`src/rtl/aer_event_collector_pkg.sv`:
```
// Shared definitions for the AER event collector: default widths, event record and FSM states.
package snn_aer_pkg;

    localparam int AER_ADDR_W = 4;
    localparam int AER_TS_W   = 16;

    typedef struct packed {
        logic [AER_ADDR_W-1:0] addr;
        logic [AER_TS_W-1:0]   ts;
    } aer_event_t;

    typedef enum logic {
        IDLE = 1'b0,
        ACK  = 1'b1
    } aer_state_e;

    localparam logic [0:0] ST_IDLE = IDLE;
    localparam logic [0:0] ST_ACK  = ACK;

endpackage

```
`src/rtl/aer_event_collector_if.sv`:
```
// Spike handshake towards the priority handler and event stream towards the classifier.
interface aer_event_collector_if
    import snn_aer_pkg::*;
#(
    parameter int ADDR_W = AER_ADDR_W,
    parameter int TS_W   = AER_TS_W
);
    logic              spike_req;
    logic [ADDR_W-1:0] spike_addr;
    logic              spike_ack;
    logic              ev_valid;
    logic              ev_ready;
    logic [ADDR_W-1:0] ev_addr;
    logic [TS_W-1:0]   ev_ts;

    // master is the collector; slave is the handler/classifier side
    modport master (
        input  spike_req, spike_addr, ev_ready,
        output spike_ack, ev_valid, ev_addr, ev_ts
    );

    modport slave (
        output spike_req, spike_addr, ev_ready,
        input  spike_ack, ev_valid, ev_addr, ev_ts
    );

endinterface

```
`src/rtl/aer_sync_fifo.sv`:
```
// Show-ahead synchronous FIFO; the head word is on rdata whenever empty is low.
module aer_sync_fifo #(
    parameter int WIDTH = 20,
    parameter int DEPTH = 8
) (
    input  logic                     clk,
    input  logic                     rst_n,
    input  logic                     push,
    input  logic [WIDTH-1:0]         wdata,
    input  logic                     pop,
    output logic [WIDTH-1:0]         rdata,
    output logic [$clog2(DEPTH):0]   count,
    output logic                     full,
    output logic                     empty
);
    localparam int PTR_W = $clog2(DEPTH);
    localparam int CNT_W = PTR_W + 1;

    logic [WIDTH-1:0] mem [DEPTH];
    logic [PTR_W-1:0] wr_ptr;
    logic [PTR_W-1:0] rd_ptr;
    logic             do_push;
    logic             do_pop;

    assign full    = (count == CNT_W'(DEPTH));
    assign empty   = (count == '0);
    // full blocks a push even when a pop frees a slot in the same cycle
    assign do_push = push & ~full;
    assign do_pop  = pop & ~empty;
    assign rdata   = mem[rd_ptr];

    always_ff @(posedge clk or negedge rst_n) begin
        if (!rst_n) begin
            wr_ptr <= '0;
            rd_ptr <= '0;
            count  <= '0;
        end else begin
            if (do_push) wr_ptr <= wr_ptr + PTR_W'(1);
            if (do_pop)  rd_ptr <= rd_ptr + PTR_W'(1);
            unique case ({do_push, do_pop})
                2'b10:   count <= count + CNT_W'(1);
                2'b01:   count <= count - CNT_W'(1);
                default: count <= count;
            endcase
        end
    end

    always_ff @(posedge clk) begin
        if (do_push) mem[wr_ptr] <= wdata;
    end

endmodule

```
`src/rtl/aer_event_collector.sv`:
```
// Acknowledges AER spike requests one at a time, timestamps them and streams them out of a FIFO.
//   state | meaning
//   IDLE  | sample spike_req; push {addr, ts} and go to ACK when the FIFO has room
//   ACK   | spike_ack high for one cycle while the neuron clears its spike
module aer_event_collector
    import snn_aer_pkg::*;
#(
    parameter int ADDR_W = AER_ADDR_W,
    parameter int TS_W   = AER_TS_W,
    parameter int DEPTH  = 8
) (
    input  logic                   clk,
    input  logic                   rst_n,
    aer_event_collector_if.master  bus,
    input  logic                   ts_clear,
    output logic [$clog2(DEPTH):0] fifo_count,
    output logic                   overrun
);
    typedef struct packed {
        logic [ADDR_W-1:0] addr;
        logic [TS_W-1:0]   ts;
    } ev_t;

    logic [0:0]      state;
    logic [TS_W-1:0] ts_cnt;
    logic            full;
    logic            empty;
    logic            push;
    ev_t             wr_ev;
    ev_t             rd_ev;

    assign push  = (state == ST_IDLE) && bus.spike_req && !full;
    assign wr_ev = '{addr: bus.spike_addr, ts: ts_cnt};

    always_ff @(posedge clk or negedge rst_n) begin
        if (!rst_n) begin
            ts_cnt <= '0;
        end else if (ts_clear) begin
            ts_cnt <= '0;
        end else begin
            ts_cnt <= ts_cnt + TS_W'(1);
        end
    end

    always_ff @(posedge clk or negedge rst_n) begin
        if (!rst_n) begin
            state <= ST_IDLE;
        end else begin
            unique case (state)
                ST_IDLE: state <= push ? ST_ACK : ST_IDLE;
                ST_ACK:  state <= ST_IDLE;
                default: state <= ST_IDLE;
            endcase
        end
    end

    // a request only waits on a full FIFO while IDLE; ACK ignores spike_req
    always_ff @(posedge clk or negedge rst_n) begin
        if (!rst_n) begin
            overrun <= 1'b0;
        end else if ((state == ST_IDLE) && bus.spike_req && full) begin
            overrun <= 1'b1;
        end
    end

    assign bus.spike_ack = (state == ST_ACK);

    aer_sync_fifo #(
        .WIDTH (ADDR_W + TS_W),
        .DEPTH (DEPTH)
    ) u_fifo (
        .clk   (clk),
        .rst_n (rst_n),
        .push  (push),
        .wdata (wr_ev),
        .pop   (bus.ev_ready),
        .rdata (rd_ev),
        .count (fifo_count),
        .full  (full),
        .empty (empty)
    );

    assign bus.ev_valid = ~empty;
    assign bus.ev_addr  = rd_ev.addr;
    assign bus.ev_ts    = rd_ev.ts;

endmodule

```
`src/flat_wrapper.sv`:
```
// flat-port wrapper written by rule: the top's interface ports become plain ports
module aer_event_collector_flat import snn_aer_pkg::*;
#(
    parameter int ADDR_W = AER_ADDR_W,
    parameter int TS_W   = AER_TS_W,
    parameter int DEPTH  = 8
)
  (clk, rst_n, ts_clear, fifo_count, overrun, bus_spike_req, bus_spike_addr, bus_ev_ready, bus_spike_ack, bus_ev_valid, bus_ev_addr, bus_ev_ts);
  aer_event_collector_if #(.ADDR_W(ADDR_W), .TS_W(TS_W)) bus_i ();
  input  logic clk;
  input  logic rst_n;
  input  logic ts_clear;
  output logic [$clog2(DEPTH):0] fifo_count;
  output logic overrun;
  input wire logic [$bits(bus_i.spike_req)-1:0] bus_spike_req;
  input wire logic [$bits(bus_i.spike_addr)-1:0] bus_spike_addr;
  input wire logic [$bits(bus_i.ev_ready)-1:0] bus_ev_ready;
  output wire logic [$bits(bus_i.spike_ack)-1:0] bus_spike_ack;
  output wire logic [$bits(bus_i.ev_valid)-1:0] bus_ev_valid;
  output wire logic [$bits(bus_i.ev_addr)-1:0] bus_ev_addr;
  output wire logic [$bits(bus_i.ev_ts)-1:0] bus_ev_ts;
  assign bus_i.spike_req = bus_spike_req;
  assign bus_i.spike_addr = bus_spike_addr;
  assign bus_i.ev_ready = bus_ev_ready;
  assign bus_spike_ack = bus_i.spike_ack;
  assign bus_ev_valid = bus_i.ev_valid;
  assign bus_ev_addr = bus_i.ev_addr;
  assign bus_ev_ts = bus_i.ev_ts;
  aer_event_collector #(.ADDR_W(ADDR_W), .TS_W(TS_W), .DEPTH(DEPTH)) u_core (.clk(clk), .rst_n(rst_n), .bus(bus_i), .ts_clear(ts_clear), .fifo_count(fifo_count), .overrun(overrun));
endmodule
```
`config.mk`:
```
export PLATFORM = sky130hd
export DESIGN_NAME = aer_event_collector_flat
export DESIGN_NICKNAME = d
export VERILOG_FILES = /design/src/rtl/aer_event_collector_pkg.sv /design/src/rtl/aer_event_collector_if.sv /design/src/rtl/aer_sync_fifo.sv /design/src/rtl/aer_event_collector.sv /design/src/flat_wrapper.sv
export SDC_FILE = /design/constraint.sdc
export NUM_CORES = 1
export LEC_CHECK = 0
export BUFFER_PORTS_ARGS = -buffer_cell sky130_fd_sc_hd__buf_4
export CORE_ASPECT_RATIO = 1.25
export CORE_MARGIN = 5
export CORE_UTILIZATION = 40
export CTS_CLUSTER_SIZE = 20
export DETAILED_ROUTE_END_ITERATION = 16
export GPL_TIMING_DRIVEN = 0
export HOLD_SLACK_MARGIN = 0.03
export PLACE_DENSITY = 0.58
export SYNTH_ARGS = -nofsm -noshare
export SYNTH_HDL_FRONTEND = slang
export SYNTH_SLANG_ARGS = --single-unit
```
`constraint.sdc`:
```
create_clock -name clk -period 2.7 [get_ports clk]
set_input_delay 0.135 -clock clk [delete_from_list [all_inputs] [get_ports clk]]
set_output_delay 0.135 -clock clk [all_outputs]
set_load 0.01 [all_outputs]
```
==> metrics, run 1 <==
Worst Setup EP=u_core.u_fifo.count[3]; Core Area=about 19000 sq um; Switching Fraction=27.7%; # rows=56; fmax=between 300 and 400 MHz; I/O Buffers=34; die footprint=~22000 sq um; worst flop-to-flop path endpoint=u_core.u_fifo.count[3]; Crit Path Class=reg2reg; Routed Antenna Nets=0; number of global-route vias before repair=around 3.9k; RD Place Congestion=between 0.7 and 0.8; placed cell count=639; worst-case vdd ir drop=between 500 and 600 uV; Tcrit/Tclk final=a little over nine tenths; Post-synth EDFFs=160; Synthesized Nets=~390; Yosys cell types=30; Worst Reg2Reg Path Length in Cells=9; Setup violations, final=0; area growth from synthesis to final layout=18.5%; detailed-route wire length=roughly 14000 um; Reg clk slew, reported paths=roughly 0.070 ns; routed len/inst=~21 um; I/O pin count=36; CTS tree=built; r2r startpoint=u_core.u_fifo.count[1]; largest net degree at the start of global routing=29; clock share of power=27.7%; initial core utilization=around two fifths; cts bufs inserted=17; leakage power=between 3 and 4 nW; Int Pwr=between 6 and 7 mW; H-tree Lvls=4; Synth top area share=between 60% and 70%; relative slew slack=around two fifths; Reg2Reg Setup Slack=0.12 ns; Critical Path Stages=9; Comb power frac=31.0%; crit-path max FO=5; sequential element share of the synthesized area=72.9%; drt drc=0; Critical Path Sink Type=flop; largest stage delay on the critical path=about 0.64 ns; non-filler instance count after layout=678; Worst Hold Class=in2reg; CP top delay family=simple AND/OR/NAND/NOR gates; Fin. Hold Viols=0; mean post-synth cell area=20.5 sq um; Clock Tree Root=clkbuf_16; Post-CTS Setup Repair Bufs=0; Sw Pwr=approximately 2.5 mW; Final Critical Period=approximately 2.6 ns; Die Width=around 130 um; DRT Pass-1 Iters=4; cell area after synthesis=7550 sq um; aggregate negative setup slack=0 ns; Die Ht=about 160 um; n_diodes=0; CP Cell Sequence=or4_1, nand2_2, inv_1, ha_1, ha_1, a21oi_1, a21oi_1, nor3_1, xor2_1; Slew @ Worst Pin=~0.87 ns; Data arrival, critical path=~2.9 ns; slowest cell on the critical path=or4_1; drt initial violations=between 300 and 400; Worst EP required=3.05 ns; Detail Placement HPWL=approximately 8500 um; post-synth top area cell=edfxtp_1; main flop type after synthesis=edfxtp_1; synth warn=0; first-pass GRT wire length=~22000 um; synthesis-stage register bit count=approximately 190; Vias=roughly 3.6k; worst skew pair latency=between 0.4 and 0.5 ns; Nets=between 400 and 500; GRT Overall Usage=between 10% and 20%; P per Cell Area=~1000 nW/um^2; post-DR vias/cell=approximately 5.4; Max-cap violations=0; Critical Path Source Type=flop; initial antenna violation count=0; Syn Inst Count=369; ys async rst share=between 10% and 20%; top area cells in the synthesized netlist=edfxtp_1 (64%), mux4_1 (14%), dfrtp_1 (9.3%), mux2_2 (3.4%), xnor2_1 (1.7%); CP Buf/Inv Count=1; sequential share of power=41.2%; Clock Path Buffers=2; share of cells above drive strength 1=~25%; Critical Path Start=u_core.u_fifo.count[1]; # clock sinks=about 190; Worst Skew=~0.011 ns; max-slew violations=0; run status=completed; GRT Residual Overflow=0
-- stage by stage --
stage	total power, mW	setup slack, ns	hold WS (ns)	utilization (%)	cell area [sq um]
6_report	8.94	0.117	0.0846	47.8	8950
5_1_grt	9.36	-0.00547	0.0944	47.8	8950
4_1_cts	9.05	0.0439	0.0734	47.8	8930
3_5_place_dp	6.57	0.104	0.0786	44.2	8260
3_3_place_gp	6.37	-0.827	0.0735	43.3	8110
2_1_floorplan	5.41	0.290	-0.161	-	7560
-- kinds of logic (layout without fill, tap and decap cells) --
| family | count (synthesis) | in the layout | synth area share (%) |
|---|---|---|---|
| and+or+nand+nor | 62 | 62 | 4.01 |
| AOI/OAI and AO/OA | 4 | 4 | 0.315 |
| adders and majority gates | 7 | 7 | 1.26 |
| xor gates and xnor gates | 20 | 20 | 2.32 |
| buffers and inverters | 24 | 101 | 1.74 |
| muxes | 64 | 64 | 17.4 |
| DFF | 188 | 188 | 72.9 |
-- flip-flops by register name, summed over array words and instances, names as in the netlist --
| register | cells |
|---|---|
| u_core.u_fifo.mem | 160 |
| u_core.ts_cnt | 16 |
| u_core.u_fifo.count | 4 |
| u_core.u_fifo.rd_ptr | 3 |
| u_core.u_fifo.wr_ptr | 3 |
| u_core.bus.spike_ack | 1 |
| u_core.overrun | 1 |
-- cells in the mapped netlist (all sizes together), types with 2 or more instances --
library cell  number
nor2              23
nand3              7
dfrtp             28
clkbuf             4
nand4              3
inv               10
nand2b             3
xor2               5
mux2              23
buf               10
nand2              8
xnor2             15
a21oi              2
ha                 6
edfxtp           160
mux4              40
nor3               7
nor4               5
nor2b              2
-- layout make-up --
type / count / area (sq um)
fillers: 1493 / 9760
clock buffers: 26 / 519
well taps: 232 / 290
clock inverters: 6 / 82.6
repair buffers: 45 / 435
flip-flops and latches: 188 / 5510
plain buffers: 14 / 93.8
multi-input cells: 157 / 1990
inverters: 10 / 37.5
-- cells in the final DEF (no fill, tap or decap), types with 10 or more instances in the layout --
cell | synthesis | layout
buf_4 | 0 | 34
clkbuf_16 | 0 | 17
dfrtp_1 | 28 | 28
edfxtp_1 | 160 | 160
inv_1 | 10 | 10
mux2_2 | 23 | 23
mux4_1 | 39 | 39
nor2_1 | 23 | 17
xnor2_1 | 15 | 15
-- power groups by stage --
stage | Clock [mW] | Combinational, mW | Sequential (mW)
after global placement | 0 | 2.65 | 3.72
after global routing | 2.64 | 3.00 | 3.72
after detailed placement | 0 | 2.82 | 3.75
final | 2.48 | 2.77 | 3.69
after CTS | 2.53 | 2.83 | 3.69
after floorplan | 0 | 1.70 | 3.71
-- worst min path at each step --
stage	end	slack (ns)	startpoint	cells past startpoint
detailed placement	u_core.u_fifo.count[3]	0.08	rst_n	1
floorplan	u_core.bus.spike_ack	-0.16	rst_n	0
global placement	u_core.u_fifo.count[3]	0.07	rst_n	1
CTS	u_core.ts_cnt[0]	0.07	ts_clear	2
global route	u_core.ts_cnt[0]	0.09	ts_clear	2
finish	u_core.ts_cnt[0]	0.08	ts_clear	2
-- worst register-to-register path: stages (launching register included) --
cell and delay [ns]:
dfrtp_1 0.43, or4_1 0.64, nand2_2 0.16, inv_1 0.06, ha_1 0.21, ha_1 0.33
a21oi_1 0.19, a21oi_1 0.09, nor3_1 0.22, xor2_1 0.18
-- layer usage --
layer	global-route usage (%)	share of wire, %
met5	0	0
met4	5.72	2.2
met3	2.80	2.9
met1	17.6	44
met2	23.2	51
-- timing repair --
item	4_1_cts	5_1_grt
gates resized for setup	0	4
setup endpoints to repair	0	23
endpoints found under the hold margin	62	0
hold buffers	7	0
Note: power is estimated with default switching activity, not from simulation.
==> run 2: changes to the inputs <==
- CAP_MARGIN: default -> 10
- CORE_UTILIZATION: 40 -> 57
- CTS_BUF_LIST: default -> sky130_fd_sc_hd__clkbuf_8
- PLACE_DENSITY: 0.58 -> 0.78
==> run 2 against run 1 <==
  * Worst setup slack better by 0.014 ns
  * Register-to-register slack better by 0.07 ns
  * Maximum frequency is 0.55% higher
  * Critical path type is now reg2out
  * Largest cell class unchanged
==> metrics, run 2 (synthesized netlist as in run 1, its figures left out) <==
cts bufs inserted=17; Die Ht=about 140 um; Core Area=roughly 13000 sq um; P per Cell Area=slightly above 900 nW/um^2; Nets=about 450; Clock Tree Root=clkbuf_8; I/O pin count=36; most common cell after layout, fill and taps aside=edfxtp_1; Crit Path Class=reg2out; RD Place Congestion=0.757; detailed-route wire length=roughly 14000 um; routed len/inst=about 22 um; Slew @ Worst Pin=a little over 0.8 ns; Reg clk slew, reported paths=roughly 0.08 ns; max-slew violations=0; Setup violations, final=0; H-tree Lvls=4; Post-CTS Setup Repair Bufs=0; fmax=389 MHz; Detail Placement HPWL=between 8000 and 9000 um; aggregate negative setup slack=0 ns; GRT Overall Usage=approximately 19%; non-filler instance count after layout=a little over 600; Die Width=between 100 and 150 um; fin area=between 8000 and 9000 sq um; Overall Power=around 8 mW; run status=completed; GRT Residual Overflow=0; initial antenna violation count=0; Max-cap violations=0; # rows=47; placed cell count=582; initial core utilization=57.6%; first-pass GRT wire length=roughly 21000 um; Fin. Hold Viols=0; DRT Pass-1 Iters=4; Worst EP required=~2.6 ns; placed inst area=approximately 8300 sq um; final design utilization=66.2%; n_diodes=0; Vias=roughly 3.6k; Worst Skew=slightly below 0.01 ns; crit-path max FO=10; CTS tree=built; Final Critical Period=approximately 2.6 ns; relative slew slack=between 40 and 50%; Data arrival, critical path=about 2.4 ns; drt drc=0; Worst Hold Class=in2reg; Tcrit/Tclk final=between 90% and 100%; die footprint=15700 sq um; largest registers=u_core.u_fifo.mem x160, u_core.ts_cnt x16, u_core.u_fifo.count x4; largest net degree at the start of global routing=29; drt initial violations=between 300 and 400; Critical Path Sink Type=output port; Filler cells=820; number of global-route vias before repair=between 3k and 4k; post-DR vias/cell=just under 6; RSZ-0062 raised after global routing=false; area growth from synthesis to final layout=15.1%; # clock sinks=188; worst-case vdd ir drop=approximately 500 uV; Routed Antenna Nets=0; Most flops, register=u_core.u_fifo.mem; leakage power=around 3.1 nW; I/O Buffers=34; Clock Path Buffers=2; number of flip-flops in the largest register=160; worst skew pair latency=about 0.45 ns; Critical Path Source Type=flop; most frequent cells in the layout=edfxtp_1 (160), mux4_1 (39), buf_4 (34); share of cells above drive strength 1=approximately 24%
run 2: where the power goes:
part | total [mW] | internal [mW] | switching, mW
Sequential | 3.69 | 3.50 | 0.185
Clock | 1.66 | 0.788 | 0.875
Combinational | 2.75 | 1.47 | 1.28
Total | 8.10 | 5.76 | 2.34
run 2: critical path, stage by stage (launching register included):
cell     delay, ns
dfrtp_1       0.37
buf_1         0.21
buf_1         0.56
mux4_1        0.41
mux2_2        0.29
buf_4         0.14
run 2: routing by layer:
metal	GRT usage (%)	vias up	share of wire, %	wire, um
met2	30.9	100	52	7180
met5	0	-	0	0
met4	5.95	0	1.2	158
met3	4.41	15	5.9	808
met1	24.5	1844	41	5580
li1	-	1637	-	-
run 2: timing repair:
action | in CTS | in global routing
resized for setup | 0 | 2
setup endpoints to repair | 0 | 1
endpoints found under the hold margin | 63 | 0
hold buffers | 7 | 0
run 2: final cells by class:
| class | count | area, sq um | share of cell area (%) |
|---|---|---|---|
| timing repair buffer | 49 | 533 | 6.14 |
| sequential | 188 | 5510 | 63.4 |
| clock inverter | 13 | 113 | 1.30 |
| buffer | 14 | 93.8 | 1.08 |
| multi-input combinational | 157 | 1960 | 22.5 |
| clock buffer | 17 | 234 | 2.69 |
| inverter | 10 | 37.5 | 0.432 |
| tap | 171 | 214 | 2.46 |
run 2: stage by stage:
step	hold WS [ns]	setup WS (ns)
2_1_floorplan	-0.161	0.290
3_3_place_gp	0.0708	-0.687
3_5_place_dp	0.0754	0.103
4_1_cts	0.0652	0.0913
5_1_grt	0.0946	0.00903
6_report	0.0839	0.131
run 2: worst paths after layout:
path,slack (ns),startpoint,cells past startpoint,endpoint
setup / recovery,0.13,u_core.u_fifo.rd_ptr[1],5,bus_ev_ts[11]
hold / removal,0.08,ts_clear,2,u_core.ts_cnt[3]
setup reg to reg,0.19,u_core.u_fifo.count[1],9,u_core.u_fifo.count[3]
hold reg to reg,0.49,u_core.overrun,1,u_core.overrun
max in group asynchronous,2.29,rst_n,2,u_core.ts_cnt[12]
min in group asynchronous,0.14,rst_n,2,u_core.u_fifo.count[2]
